### src/rtl/core_ctrl_fsm_pkg.sv
// Shared control types for the multi-cycle RV32 sequencer, decoder and datapath muxes.
// Pure declarations: no latency, no flow control.
package core_ctrl_fsm_pkg;

  typedef enum logic [2:0] {
    FETCH  = 3'd0,
    DECODE = 3'd1,
    EXEC   = 3'd2,
    MEM    = 3'd3,
    WB     = 3'd4,
    TRAP   = 3'd5
  } ctrl_state_t;

  typedef enum logic [2:0] {
    INST_R = 3'd0,
    INST_I = 3'd1,
    INST_S = 3'd2,
    INST_B = 3'd3,
    INST_U = 3'd4,
    INST_J = 3'd5
  } inst_type_t;

  typedef enum logic [1:0] {
    WB_ALU  = 2'd0,
    WB_PC4  = 2'd1,
    WB_IMM  = 2'd2,
    WB_LOAD = 2'd3
  } wb_sel_t;

  typedef enum logic {
    PC_SEL_PC4 = 1'b0,
    PC_SEL_IMM = 1'b1
  } pc_sel_t;

  // Writeback source codes carried on wr_en[3:1].
  localparam logic [2:0] WB_SRC_ALU  = 3'd0;
  localparam logic [2:0] WB_SRC_PC4  = 3'd2;
  localparam logic [2:0] WB_SRC_IMM  = 3'd3;
  localparam logic [2:0] WB_SRC_LOAD = 3'd4;

  localparam logic [1:0] PC_JMP_NONE      = 2'b00;
  localparam logic [1:0] PC_JMP_ALWAYS    = 2'b01;
  localparam logic [1:0] PC_JMP_TAKEN     = 2'b10;
  localparam logic [1:0] PC_JMP_NOT_TAKEN = 2'b11;

  // Writeback control bundle captured on entry to WB.
  typedef struct packed {
    logic    rf_we;
    wb_sel_t wb_sel;
    pc_sel_t pc_sel;
  } wb_ctrl_t;

  function automatic wb_sel_t wb_sel_map(input logic [2:0] src);
    case (src)
      WB_SRC_ALU:  return WB_ALU;
      WB_SRC_PC4:  return WB_PC4;
      WB_SRC_IMM:  return WB_IMM;
      WB_SRC_LOAD: return WB_LOAD;
      default:     return WB_ALU;
    endcase
  endfunction

  function automatic pc_sel_t pc_sel_map(input logic [1:0] pc_jmp, input logic alu_flag);
    case (pc_jmp)
      PC_JMP_NONE:   return PC_SEL_PC4;
      PC_JMP_ALWAYS: return PC_SEL_IMM;
      PC_JMP_TAKEN:  return alu_flag ? PC_SEL_IMM : PC_SEL_PC4;
      default:       return alu_flag ? PC_SEL_PC4 : PC_SEL_IMM;
    endcase
  endfunction

endpackage

### src/rtl/core_ctrl_fsm_mem_wait_timer.sv
// Counts cycles spent waiting on a memory ack; expired flags the tick that reaches TIMEOUT_CYC.
// Combinational expired, one-cycle registered count; no flow control.
module core_ctrl_fsm_mem_wait_timer #(
  parameter int TIMEOUT_CYC = 16
) (
  input  logic clk,
  input  logic rst,
  input  logic clear,
  input  logic tick,
  output logic expired
);

  localparam int W = $clog2(TIMEOUT_CYC + 1);

  logic [W-1:0] cnt;

  always_ff @(posedge clk) begin
    if (rst || clear) begin
      cnt <= '0;
    end else if (tick && (cnt != W'(TIMEOUT_CYC))) begin
      cnt <= cnt + 1'b1;
    end
  end

  // Flags the wait cycle whose increment would reach TIMEOUT_CYC, so an ack in that
  // same cycle (tick low) still wins.
  assign expired = tick && (cnt == W'(TIMEOUT_CYC - 1));

endmodule

### src/rtl/core_ctrl_fsm.sv
// Multi-cycle RV32 sequencer: FETCH -> DECODE -> EXEC -> [MEM] -> WB, TRAP on memory timeout.
// 4 cycles + fetch wait (5 + both waits for load/store); req held until ack, Moore strobes.
module core_ctrl_fsm
  import core_ctrl_fsm_pkg::*;
#(
  parameter int          TIMEOUT_CYC = 16,
  parameter logic [31:0] RESET_PC    = 32'h0
) (
  input  logic        clk,
  input  logic        rst,
  output logic        imem_req,
  input  logic        imem_ack,
  output logic        ir_load,
  input  logic [2:0]  inst_type,
  input  logic [3:0]  wr_en,
  input  logic [1:0]  pc_jmp,
  input  logic        data_rd_en,
  input  logic        data_wr_en,
  input  logic [4:0]  rd,
  input  logic        alu_flag,
  output logic        dmem_req,
  output logic        dmem_we,
  input  logic        dmem_ack,
  output logic        rf_we,
  output logic [1:0]  wb_sel,
  output logic        pc_load,
  output logic        pc_sel,
  output logic [31:0] retired,
  output logic        trap
);

  ctrl_state_t state;
  wb_ctrl_t    wb_nxt;
  logic        is_store;
  logic        is_branch;
  logic        timer_clear;
  logic        timer_tick;
  logic        timer_expired;

  always_comb begin
    is_store      = data_wr_en || (inst_type_t'(inst_type) == INST_S);
    is_branch     = pc_jmp[1] || (inst_type_t'(inst_type) == INST_B);
    wb_nxt.rf_we  = (wr_en[0] || (wr_en[3:1] == WB_SRC_LOAD)) && (rd != 5'd0)
                    && !is_store && !is_branch;
    wb_nxt.wb_sel = wb_sel_map(wr_en[3:1]);
    wb_nxt.pc_sel = pc_sel_map(pc_jmp, alu_flag);
  end

  // EXEC and WB both precede a wait state, so clearing there covers every FETCH/MEM entry.
  always_comb begin
    timer_clear = (state == EXEC) || (state == WB) || ((state == FETCH) && !imem_req);
    timer_tick  = ((state == FETCH) && imem_req && !imem_ack)
                || ((state == MEM) && dmem_req && !dmem_ack);
  end

  core_ctrl_fsm_mem_wait_timer #(
    .TIMEOUT_CYC (TIMEOUT_CYC)
  ) u_mem_wait_timer (
    .clk     (clk),
    .rst     (rst),
    .clear   (timer_clear),
    .tick    (timer_tick),
    .expired (timer_expired)
  );

  always_ff @(posedge clk) begin
    if (rst) begin
      state    <= FETCH;
      imem_req <= 1'b0;
      ir_load  <= 1'b0;
      dmem_req <= 1'b0;
      dmem_we  <= 1'b0;
      rf_we    <= 1'b0;
      wb_sel   <= WB_ALU;
      pc_load  <= 1'b0;
      pc_sel   <= PC_SEL_PC4;
      retired  <= 32'd0;
      trap     <= 1'b0;
    end else begin
      ir_load <= 1'b0;
      rf_we   <= 1'b0;
      pc_load <= 1'b0;
      unique case (state)
        FETCH: begin
          // The cycle after reset only raises the request; acks count once it is visible.
          if (!imem_req) begin
            imem_req <= 1'b1;
          end else if (imem_ack) begin
            imem_req <= 1'b0;
            ir_load  <= 1'b1;
            state    <= DECODE;
          end else if (timer_expired) begin
            imem_req <= 1'b0;
            trap     <= 1'b1;
            state    <= TRAP;
          end
        end
        DECODE: begin
          state <= EXEC;
        end
        EXEC: begin
          if (data_rd_en || data_wr_en) begin
            dmem_req <= 1'b1;
            dmem_we  <= data_wr_en;
            state    <= MEM;
          end else begin
            rf_we   <= wb_nxt.rf_we;
            wb_sel  <= wb_nxt.wb_sel;
            pc_sel  <= wb_nxt.pc_sel;
            pc_load <= 1'b1;
            state   <= WB;
          end
        end
        MEM: begin
          if (dmem_ack) begin
            dmem_req <= 1'b0;
            dmem_we  <= 1'b0;
            rf_we    <= wb_nxt.rf_we;
            wb_sel   <= wb_nxt.wb_sel;
            pc_sel   <= wb_nxt.pc_sel;
            pc_load  <= 1'b1;
            state    <= WB;
          end else if (timer_expired) begin
            dmem_req <= 1'b0;
            dmem_we  <= 1'b0;
            trap     <= 1'b1;
            state    <= TRAP;
          end
        end
        WB: begin
          retired  <= retired + 32'd1;
          imem_req <= 1'b1;
          state    <= FETCH;
        end
        TRAP: begin
          state <= TRAP;
        end
        default: begin
          imem_req <= 1'b0;
          dmem_req <= 1'b0;
          dmem_we  <= 1'b0;
          state    <= FETCH;
        end
      endcase
    end
  end

endmodule

### config.mk
export PLATFORM = sky130hd
export DESIGN_NAME = core_ctrl_fsm
export DESIGN_NICKNAME = d
export VERILOG_FILES = /design/src/rtl/core_ctrl_fsm_pkg.sv /design/src/rtl/core_ctrl_fsm_mem_wait_timer.sv /design/src/rtl/core_ctrl_fsm.sv
export SDC_FILE = /design/constraint.sdc
export NUM_CORES = 1
export LEC_CHECK = 0
export CELL_PAD_IN_SITES_DETAIL_PLACEMENT = 0
export CELL_PAD_IN_SITES_GLOBAL_PLACEMENT = 1
export CORE_ASPECT_RATIO = 1.1
export CORE_MARGIN = 1.5
export CORE_UTILIZATION = 30
export DETAILED_ROUTE_END_ITERATION = 12
export PLACE_DENSITY_LB_ADDON = 0.1
export SYNTH_ARGS = -nofsm -noshare
export SYNTH_HDL_FRONTEND = slang
export SYNTH_SLANG_ARGS = --single-unit
### constraint.sdc
create_clock -name clk -period 1.7 [get_ports clk]
set_input_delay 0.34 -clock clk [delete_from_list [all_inputs] [get_ports clk]]
set_output_delay 0.34 -clock clk [all_outputs]
set_load 0.1 [all_outputs]
==> flow_summary.ini, run 1 <==
[run_status]
status = complete, but fails checks
violations = setup timing

[critical_path]
crit_arrival_ns = 1.96
required_ns = 1.93
path_class = reg -> reg
crit_chain = or4b_4 > a2bb2oi_2 > or4_1 > a21oi_1
worstSetupStartpointType = register
cp_top_family = simple AND/OR/NAND/NOR gates
critical_path.endpoint_type = register
cp_max_fo = 6
critPathBufInv = 0
crit_slowest_cell = or4b_4
rr_startpoint = state[1]
max_stage_delay_ns = 0.53
crit_path_start = state[1]

[worst_hold_path]
min_from = u_mem_wait_timer.cnt[3]
hp-class = reg -> reg

[drt]
drtAntennaViolNets = 0
wl_per_cell_um = 12.89
firstDrtPassIters = 4
vias = 2590
wirelength_um = 6778
drc = 0
drtIter0Drc = 49
viasPerCell = 4.924

[cells_and_area]
mostFrequentLayoutCell = buf_4
area_delta_synth_final_pct = 80.67
drive_gt1_share_pct = 44.98
fin_area_sq_um = 4492
final_cell_mix = buf_4, buf_12, nor2_1
antenna_cells = 0
final_nets = 442

[place]
dp_hpwl_um = 5100
numPortBuffers = 61
globalplace.congestion = 0.7714
pre_cts_slack_ns = -0.2220
place_area_sq_um = 4242

[cts]
cts_tree = built
clk_path_buf_depth = 2
path_clk_slew_ns = 0.09
clkLatencyLatePin_ns = 0.30
cts_root_buf = clkbuf_8
clock_sinks = 50
htreeDepth = 2
cts_buffers = 5

[logic_synthesis]
syn_area_sq_um = 2486
synth_cell_types = 45
synth-seq-cells = 50
synth_nets = 322
ys_top_cells_by_area = dfxtp_1, a21oi_1, nor2_1, o21ai_0, or4_1
netlist_instances = 297
yosys_warnings = 0
ys_seq_area_share_pct = 40.26
synth_top_area_share_pct = 40.26
synth_largest_area_cell = dfxtp_1
synth_area_per_cell_sq_um = 8.371

[floorplanning]
core_area_sq_um = 7955
pin_count = 63
die_area_sq_um = 8843
start_util_pct = 31.25
die_x_um = 89.80
rows = 34
die_height_um = 98.48

[sta]
rsz0062_at_grt = true
skew_ns = 0.008330
setup_tns_ns = -0.03878
maxSlewViolCount = 0
fmax_mhz = 577.9
hold_viol_final = 0
maxSlewHeadroom_pct = 61.22
tightest_slew_ns = 0.5817
finalCritPeriodShare_pct = 101.8
timing.hold.ws_ns = 0.5069
fin_ws_ns = -0.03028
min_period_ns = 1.730
setup_violations = 2

[global_route]
grt_pass1_vias = 2517
grt_overflow_total = 0
grt_pass1_wl_um = 11510
antenna_found_initial = 0
grt_max_degree = 32
track_usage_pct = 15.62

[power_and_ir_drop]
powerDensity_nw_per_um2 = 469.3
p_leak_uw = 0.001686
ir_worst_vdd_v = 0.0003038

[run]
drv_cap = 0
cells in the mapped netlist (all sizes together):
| library cell | n |
|---|---|
| or4 | 11 |
| and4 | 3 |
| nand2 | 15 |
| nor4 | 4 |
| or3 | 9 |
| or2 | 1 |
| mux2 | 6 |
| nand3b | 1 |
| a2bb2oi | 1 |
| nor2 | 29 |
| or4b | 1 |
| mux2i | 2 |
| nor4bb | 1 |
| nand4 | 8 |
| a221oi | 3 |
| buf | 4 |
| a211oi | 3 |
| o41ai | 1 |
| dfxtp | 50 |
| o21bai | 2 |
| a21boi | 1 |
| inv | 10 |
| clkbuf | 11 |
| o21a | 1 |
| or3b | 1 |
| xor2 | 7 |
| o2bb2ai | 1 |
| o22ai | 1 |
| nor3b | 3 |
| nor2b | 8 |
| and2 | 3 |
| o21ai | 17 |
| o31ai | 8 |
| nand3 | 16 |
| and3 | 7 |
| a21o | 1 |
| a2111oi | 1 |
| nor3 | 3 |
| xnor2 | 4 |
| a21oi | 29 |
| nand2b | 4 |
| ha | 4 |
| and4bb | 1 |
path summary, 6_finish.rpt:
kind,depth (start not counted),slack (ns),to
setup / recovery,4,-0.03,u_mem_wait_timer.cnt[2]
hold / removal,2,0.51,u_mem_wait_timer.cnt[3]
setup reg to reg,4,-0.03,u_mem_wait_timer.cnt[2]
hold reg to reg,2,0.51,u_mem_wait_timer.cnt[3]
state kept, by name, indices dropped and copies added, names as in the netlist:
signal / count
dmem_req: 1
ir_load: 1
imem_req: 1
dmem_we: 1
retired: 32
u_mem_wait_timer.cnt: 5
state: 3
rf_we: 1
wb_sel: 2
trap: 1
pc_load: 1
pc_sel: 1
cells by family after synthesis:
logic type / count (synthesis) / synth area share [%]
buf+inv: 25 / 3.875
compound gates: 70 / 17.06
mux: 8 / 3.523
flops: 50 / 40.26
xor+xnor: 11 / 3.875
simple gates: 129 / 29.39
fa+ha+maj: 4 / 2.013
power breakdown:
part | switching, uW | total (uW) | leakage (uW) | internal (uW)
Clock | 387 | 681 | 0.0000395 | 294
Sequential | 12.3 | 1150 | 0.000428 | 1140
Combinational | 139 | 275 | 0.00122 | 136
Total | 538 | 2110 | 0.00169 | 1570
worst register-to-register path: cells and delay by family (launching register included):
| kind | cells | cell delay, ns |
|---|---|---|
| flops | 1 | 0.38 |
| simple gates | 2 | 1.00 |
| compound gates | 2 | 0.29 |
metal layers:
layer | global-route usage (%) | up-vias | part of all wire, %
met5 | 0 | - | 0
met4 | 3.907 | 0 | 0.43
met3 | 3.781 | 2 | 3.4
met2 | 29.42 | 32 | 53
met1 | 17.65 | 1229 | 43
li1 | - | 1327 | -
metrics by stage:
step / instances / total power, uW / util, %
6_report: 526 / 2108 / 56.46
5_1_grt: 526 / 2217 / 56.46
3_3_place_gp: 510 / 1454 / 53.32
4_1_cts: 521 / 2146 / 55.05
2_1_floorplan: 297 / 1318 / -
3_5_place_dp: 510 / 1457 / 53.32
area by class of cell:
type / instances / area, sq um
Fill cell: 719 / 3463
Multi-Input combinational cell: 222 / 1585
Timing Repair Buffer: 128 / 1541
Sequential cell: 50 / 1112
Tap cell: 108 / 135.1
Clock buffer: 8 / 80.08
Inverter: 10 / 37.54
timing repair:
item	CTS	global route
cloned	0	1
resized for setup	9	19
hold buffers	0	0
hold endpoints to repair	0	0
endpoints found under the setup margin	13	21
pin swaps	6	6
setup buffers	3	4
No activity file was read; power rests on OpenSTA's default activity.
==> inputs of run 2 (changes only) <==
- SYNTH_HIERARCHICAL: unset -> 1
==> run 2 against run 1 <==
Net effect: the flow still finishes with violations (setup timing); area after synthesis rose by 1.0%; non-clock buffer count down 10; setup slack worse by 0.056 ns; sequential share of layout area increased by 0.36 points; first-iteration DRC count up 88%; clock-buffer cell count down 1; global-route usage up 0.22 points; register-to-register slack worse by 0.06 ns; die area up 0.97%; largest cell class unchanged.
==> flow_summary.ini, run 2 <==
[run_status]
status = complete, but fails checks
violations = setup timing

[logic_synthesis]
yosys_warnings = 6
synth_top_family_by_area = simple AND/OR/NAND/NOR gates
ys_seq_area_share_pct = 39.86
synth_area_per_cell_sq_um = 8.315
yosys.cell_count.top_type = dfxtp_1
ys_top_cells_by_area = dfxtp_1, a21oi_1, nor2_1, o21ai_0, nand2_1
synth_cell_types = 46
synth_top_area_share_pct = 39.86
yosys-top-cells-count = dfxtp_1, a21oi_1, nor2_1, nand2_1, o21ai_0
synth-seq-cells = 50
synth_nets = 327
ys_async_sr_fraction_pct = 0
netlist_instances = 302
synthFlopType = dfxtp_1
syn_area_sq_um = 2511
synth_largest_area_cell = dfxtp_1
synth-xor-area-share_pct = 4.185
muxShareOfSynthArea_pct = 2.591
synth_compound_area_share_pct = 16.29
synth-edff-count = 0
synth-simple-area-share_pct = 30.34
synth_fa_ha_area_share_pct = 1.993

[power_and_ir_drop]
p_leak_uw = 0.001648
ir_worst_vdd_v = 0.0003757
powerDensity_nw_per_um2 = 519.5

[cts]
cts_root_buf = clkbuf_8
clk_path_buf_depth = 2
htreeDepth = 2
path_clk_slew_ns = 0.09
clock_sinks = 50
cts_tree = built
cts_buffers = 5
clkLatencyLatePin_ns = 0.30

[sta]
finalCritPeriodShare_pct = 105.1
tightest_slew_ns = 0.3432
maxSlewViolCount = 0
skew_ns = 0.009995
min_period_ns = 1.787
fmax_mhz = 559.7
maxSlewHeadroom_pct = 76.87
setup_tns_ns = -0.3626
rsz0062_at_grt = true
setup_violations = 7
fin_ws_ns = -0.08662
hold_viol_final = 0

[cells_and_area]
antenna_cells = 0
final_cell_mix = buf_4, buf_12, dfxtp_4
largest_register_ffs = 32
drive_gt1_share_pct = 44.69
layoutNonFillerInstCount = 522
area_delta_synth_final_pct = 78.48
final_core_util_pct = 56.04
mostFrequentLayoutCell = buf_4
reg_top3 = retired (32), u_mem_wait_timer/cnt (5), state (3)
final_nets = 438
regArea_sq_um = 1126
num-fill-cells = 750
top_register = retired
multi_input_area_sq_um = 1570

[floorplanning]
die_area_sq_um = 8929
die_height_um = 98.96
die_x_um = 90.23
start_util_pct = 31.40
pin_count = 63
core_area_sq_um = 7998
rows = 34

[place]
dp_hpwl_um = 5091
globalplace.congestion = 0.8236
dp_cells = 501
numPortBuffers = 61

[global_route]
grt_overflow_total = 0
grt_pass1_wl_um = 11650
antenna_found_initial = 0
track_usage_pct = 15.84
grt_pass1_vias = 2543
grt_max_degree = 37

[run]
drv_cap = 0

[critical_path]
max_stage_delay_ns = 0.36
cp_max_fo = 2
path_common_cell = ha_4
crit_arrival_ns = 2.01
path_class = reg -> reg
rrSetupSlack_ns = -0.09
critical_path.endpoint_type = register
crit_chain = ha_4 > and3_4 > ha_4 > and2_4 > or3b_4 > a21oi_2 > o21ai_1 > a21oi_1
worstSetupStartpointType = register
crit_slowest_cell = or3b_4
required_ns = 1.92

[drt]
drtAntennaViolNets = 0
vias = 2655
viasPerCell = 5.086
wl_per_cell_um = 14.16
drc = 0
firstDrtPassIters = 4
drtIter0Drc = 92
wirelength_um = 7391

[worst_hold_path]
hp-class = reg -> reg
## run 2: changes by cell type in the layout (fill, tap and decap cells not counted), sizes merged, moves of 4 or more
| cell | change |
|---|---|
| nand2 | +10 |
| nor2b | -4 |
| nand3 | -4 |
| nor4 | -4 |
| nand4 | +6 |
| buf | -11 |
## run 2: cell families after synthesis
logic type | after synthesis
muxes | 6
adders and majority gates | 4
xor gates and xnor gates | 12
and+or+nand+nor | 133
AOI/OAI and AO/OA | 71
DFF | 50
buffers and inverters | 26
## run 2: layout make-up
class                      count  area share [%]
clock inverter                 1          0.6700
clock buffer                   7           1.926
timing repair buffer         118           33.31
inverter                      11          0.9213
sequential                    50           25.13
tap                          108           3.015
multi-input combinational    227           35.04
## run 2: final timing paths
check / start / endpoint / cells after the start
worst min register to register: wb_sel[0] / wb_sel[0] / 2
worst max register to register: u_mem_wait_timer/cnt[1] / dmem_req / 8
worst max-delay path: u_mem_wait_timer/cnt[1] / dmem_req / 8
worst min-delay path: wb_sel[0] / wb_sel[0] / 2
## run 2: through the flow
| stage | area [sq um] | power (uW) | hold slack [ns] | setup slack [ns] |
|---|---|---|---|---|
| 3_5_place_dp | 4086 | 1461 | 0.4854 | -0.5216 |
| 5_1_grt | 4482 | 2423 | 0.5133 | -0.1425 |
| 2_1_floorplan | 2675 | 1316 | 0.4681 | -0.2502 |
| 4_1_cts | 4298 | 2352 | 0.4984 | -0.08062 |
| 6_report | 4482 | 2328 | 0.4969 | -0.08662 |
| 3_3_place_gp | 4086 | 1460 | 0.4755 | -0.4446 |
## run 2: what timing repair did
action | CTS | global route
hold buffers | 0 | 0
gates resized for setup | 23 | 29
hold endpoints to repair | 0 | 0
pin swaps | 15 | 18
buffers inserted | 5 | 7
cloned | 0 | 2
endpoints found under the setup margin | 30 | 28
## run 2: metal layers
| layer | track usage [%] | vias to the layer above | routed length (um) |
|---|---|---|---|
| met5 | 0 | - | 0 |
| met4 | 5.006 | 0 | 76 |
| met3 | 3.009 | 5 | 262 |
| met2 | 28.85 | 53 | 3849 |
| met1 | 18.70 | 1275 | 3202 |
| li1 | - | 1322 | - |
## run 2: worst max-delay path: cells and delay by family, from the launching register on
family / cells / cell delay, ns
adders and majority gates: 2 / 0.31
and+or+nand+nor: 3 / 0.67
DFF: 1 / 0.34
AOI/OAI and AO/OA: 3 / 0.38
## run 2: report_power, final
part	switching (uW)	internal, uW
registers	9.88	1140
logic	155	153
clock network	394	480
==> inputs of run 3 (changes only) <==
- DONT_BUFFER_PORTS: unset -> 1
==> run 3 against run 2 <==
Net effect: the flow still finishes with violations (setup timing); sequential share of layout area rose by 6.1 points; clock power down 4.9%; non-clock buffer count fell by 38; fmax is 3.8% higher.
==> flow_summary.ini, run 3 (synthesis results as in run 2) <==
[run_status]
status = complete, but fails checks
violations = setup timing

[global_route]
grt_overflow_total = 0
grt_pass1_wl_um = 10940
grt_max_degree = 48
antenna_found_initial = 0
track_usage_pct = 14.99
grt_pass1_vias = 2355

[cells_and_area]
largest_register_ffs = 32
fin_area_sq_um = 3600
top_register = retired
multi_input_area_sq_um = 1558
antenna_cells = 0
final_cell_mix = buf_4, dfxtp_4, a21oi_1
area_delta_synth_final_pct = 43.35
final_nets = 400
drive_gt1_share_pct = 43.35
reg_top3 = retired (32), u_mem_wait_timer/cnt (5), state (3)
num-fill-cells = 827
regArea_sq_um = 1124
mostFrequentLayoutCell = buf_4

[sta]
fmax_mhz = 581.0
rsz0062_at_grt = true
fin_ws_ns = -0.02117
timing.hold.ws_ns = 0.09730
setup_violations = 3
maxSlewHeadroom_pct = 76.59
hold_viol_final = 0
maxSlewViolCount = 0
finalCritPeriodShare_pct = 101.2
skew_ns = 0.01199
setup_tns_ns = -0.03245
tightest_slew_ns = 0.3423
min_period_ns = 1.721

[run]
drv_cap = 0

[power_and_ir_drop]
powerDensity_nw_per_um2 = 604.5
p_leak_uw = 0.001339
ir_worst_vdd_v = 0.0003712
fin_total_pwr_uw = 2176

[cts]
cts_tree = built
htreeDepth = 2
clock_sinks = 50
cts_buffers = 5
clkLatencyLatePin_ns = 0.30
ctsHoldBuffers = 0
path_clk_slew_ns = 0.09
cts_root_buf = clkbuf_8
clk_path_buf_depth = 2

[drt]
viasPerCell = 5.116
drc = 0
vias = 2476
wirelength_um = 6783
drtAntennaViolNets = 0
firstDrtPassIters = 4
wl_per_cell_um = 14.01
drtIter0Drc = 102

[critical_path]
required_ns = 1.94
critical_path.endpoint_type = register
worstSetupStartpointType = register
path_class = reg -> reg
crit_arrival_ns = 1.96
cp_max_fo = 5

[floorplanning]
core_area_sq_um = 7998
rows = 34
start_util_pct = 31.40
die_area_sq_um = 8929
die_height_um = 98.96
pin_count = 63
die_x_um = 90.23

[place]
globalplace.congestion = 0.7782
numPortBuffers = 0
place_area_sq_um = 3253
dp_hpwl_um = 4822

[worst_hold_path]
hp-class = in -> reg
==> run 3: final timing paths <==
check	startpoint	to	cells after the start	slack, ns
worst max-delay path	state[0]	state[2]	8	-0.02
worst min-delay path	rst	dmem_we	1	0.1
worst max register to register	state[0]	state[2]	8	-0.02
worst min register to register	wb_sel[0]	wb_sel[0]	2	0.46
==> run 3: routing by layer <==
metal / part of all wire, % / GRT usage (%)
met2: 48 / 25.23
met1: 46 / 18.04
met4: 1.6 / 5.617
met3: 4.3 / 4.475
met5: 0 / 0
==> run 3: layout make-up <==
| cell class | instances | area share (%) |
|---|---|---|
| multi-input combinational | 227 | 43.27 |
| clock buffer | 7 | 2.120 |
| timing repair buffer | 80 | 17.66 |
| sequential | 50 | 31.21 |
| inverter | 11 | 1.147 |
| tap | 108 | 3.754 |
| clock inverter | 1 | 0.8342 |
==> run 3: critical path, stage by stage (launching register included) <==
cell,delay (ns)
dfxtp_4,0.37
or4b_4,0.55
o21ai_4,0.14
and2_4,0.16
buf_6,0.12
inv_2,0.04
o21ai_2,0.09
a21oi_1,0.07
a21oi_1,0.12
==> run 3: timing repair <==
action,CTS,global route
cloned,0,1
setup endpoints to repair,23,21
buffers inserted,3,4
pin swaps,7,8
resized for setup,22,24
==> run 3: power by group <==
| part | leakage [uW] | internal (uW) | switching [uW] |
|---|---|---|---|
| Sequential | 0.000431 | 1140 | 6.92 |
| Combinational | 0.000855 | 82.1 | 119 |
| Clock | 0.0000524 | 441 | 390 |
| Total | 0.00134 | 1660 | 516 |
==> run 3: through the flow <==
step                cells  util (%)  worst slack, ns
finish                484     45.01         -0.02117
global route          484     45.01         -0.09935
CTS                   479     43.13         -0.03142
detailed placement    468     40.68          -0.2453
global placement      468     40.68          -0.2197
floorplan             302         -          -0.2502
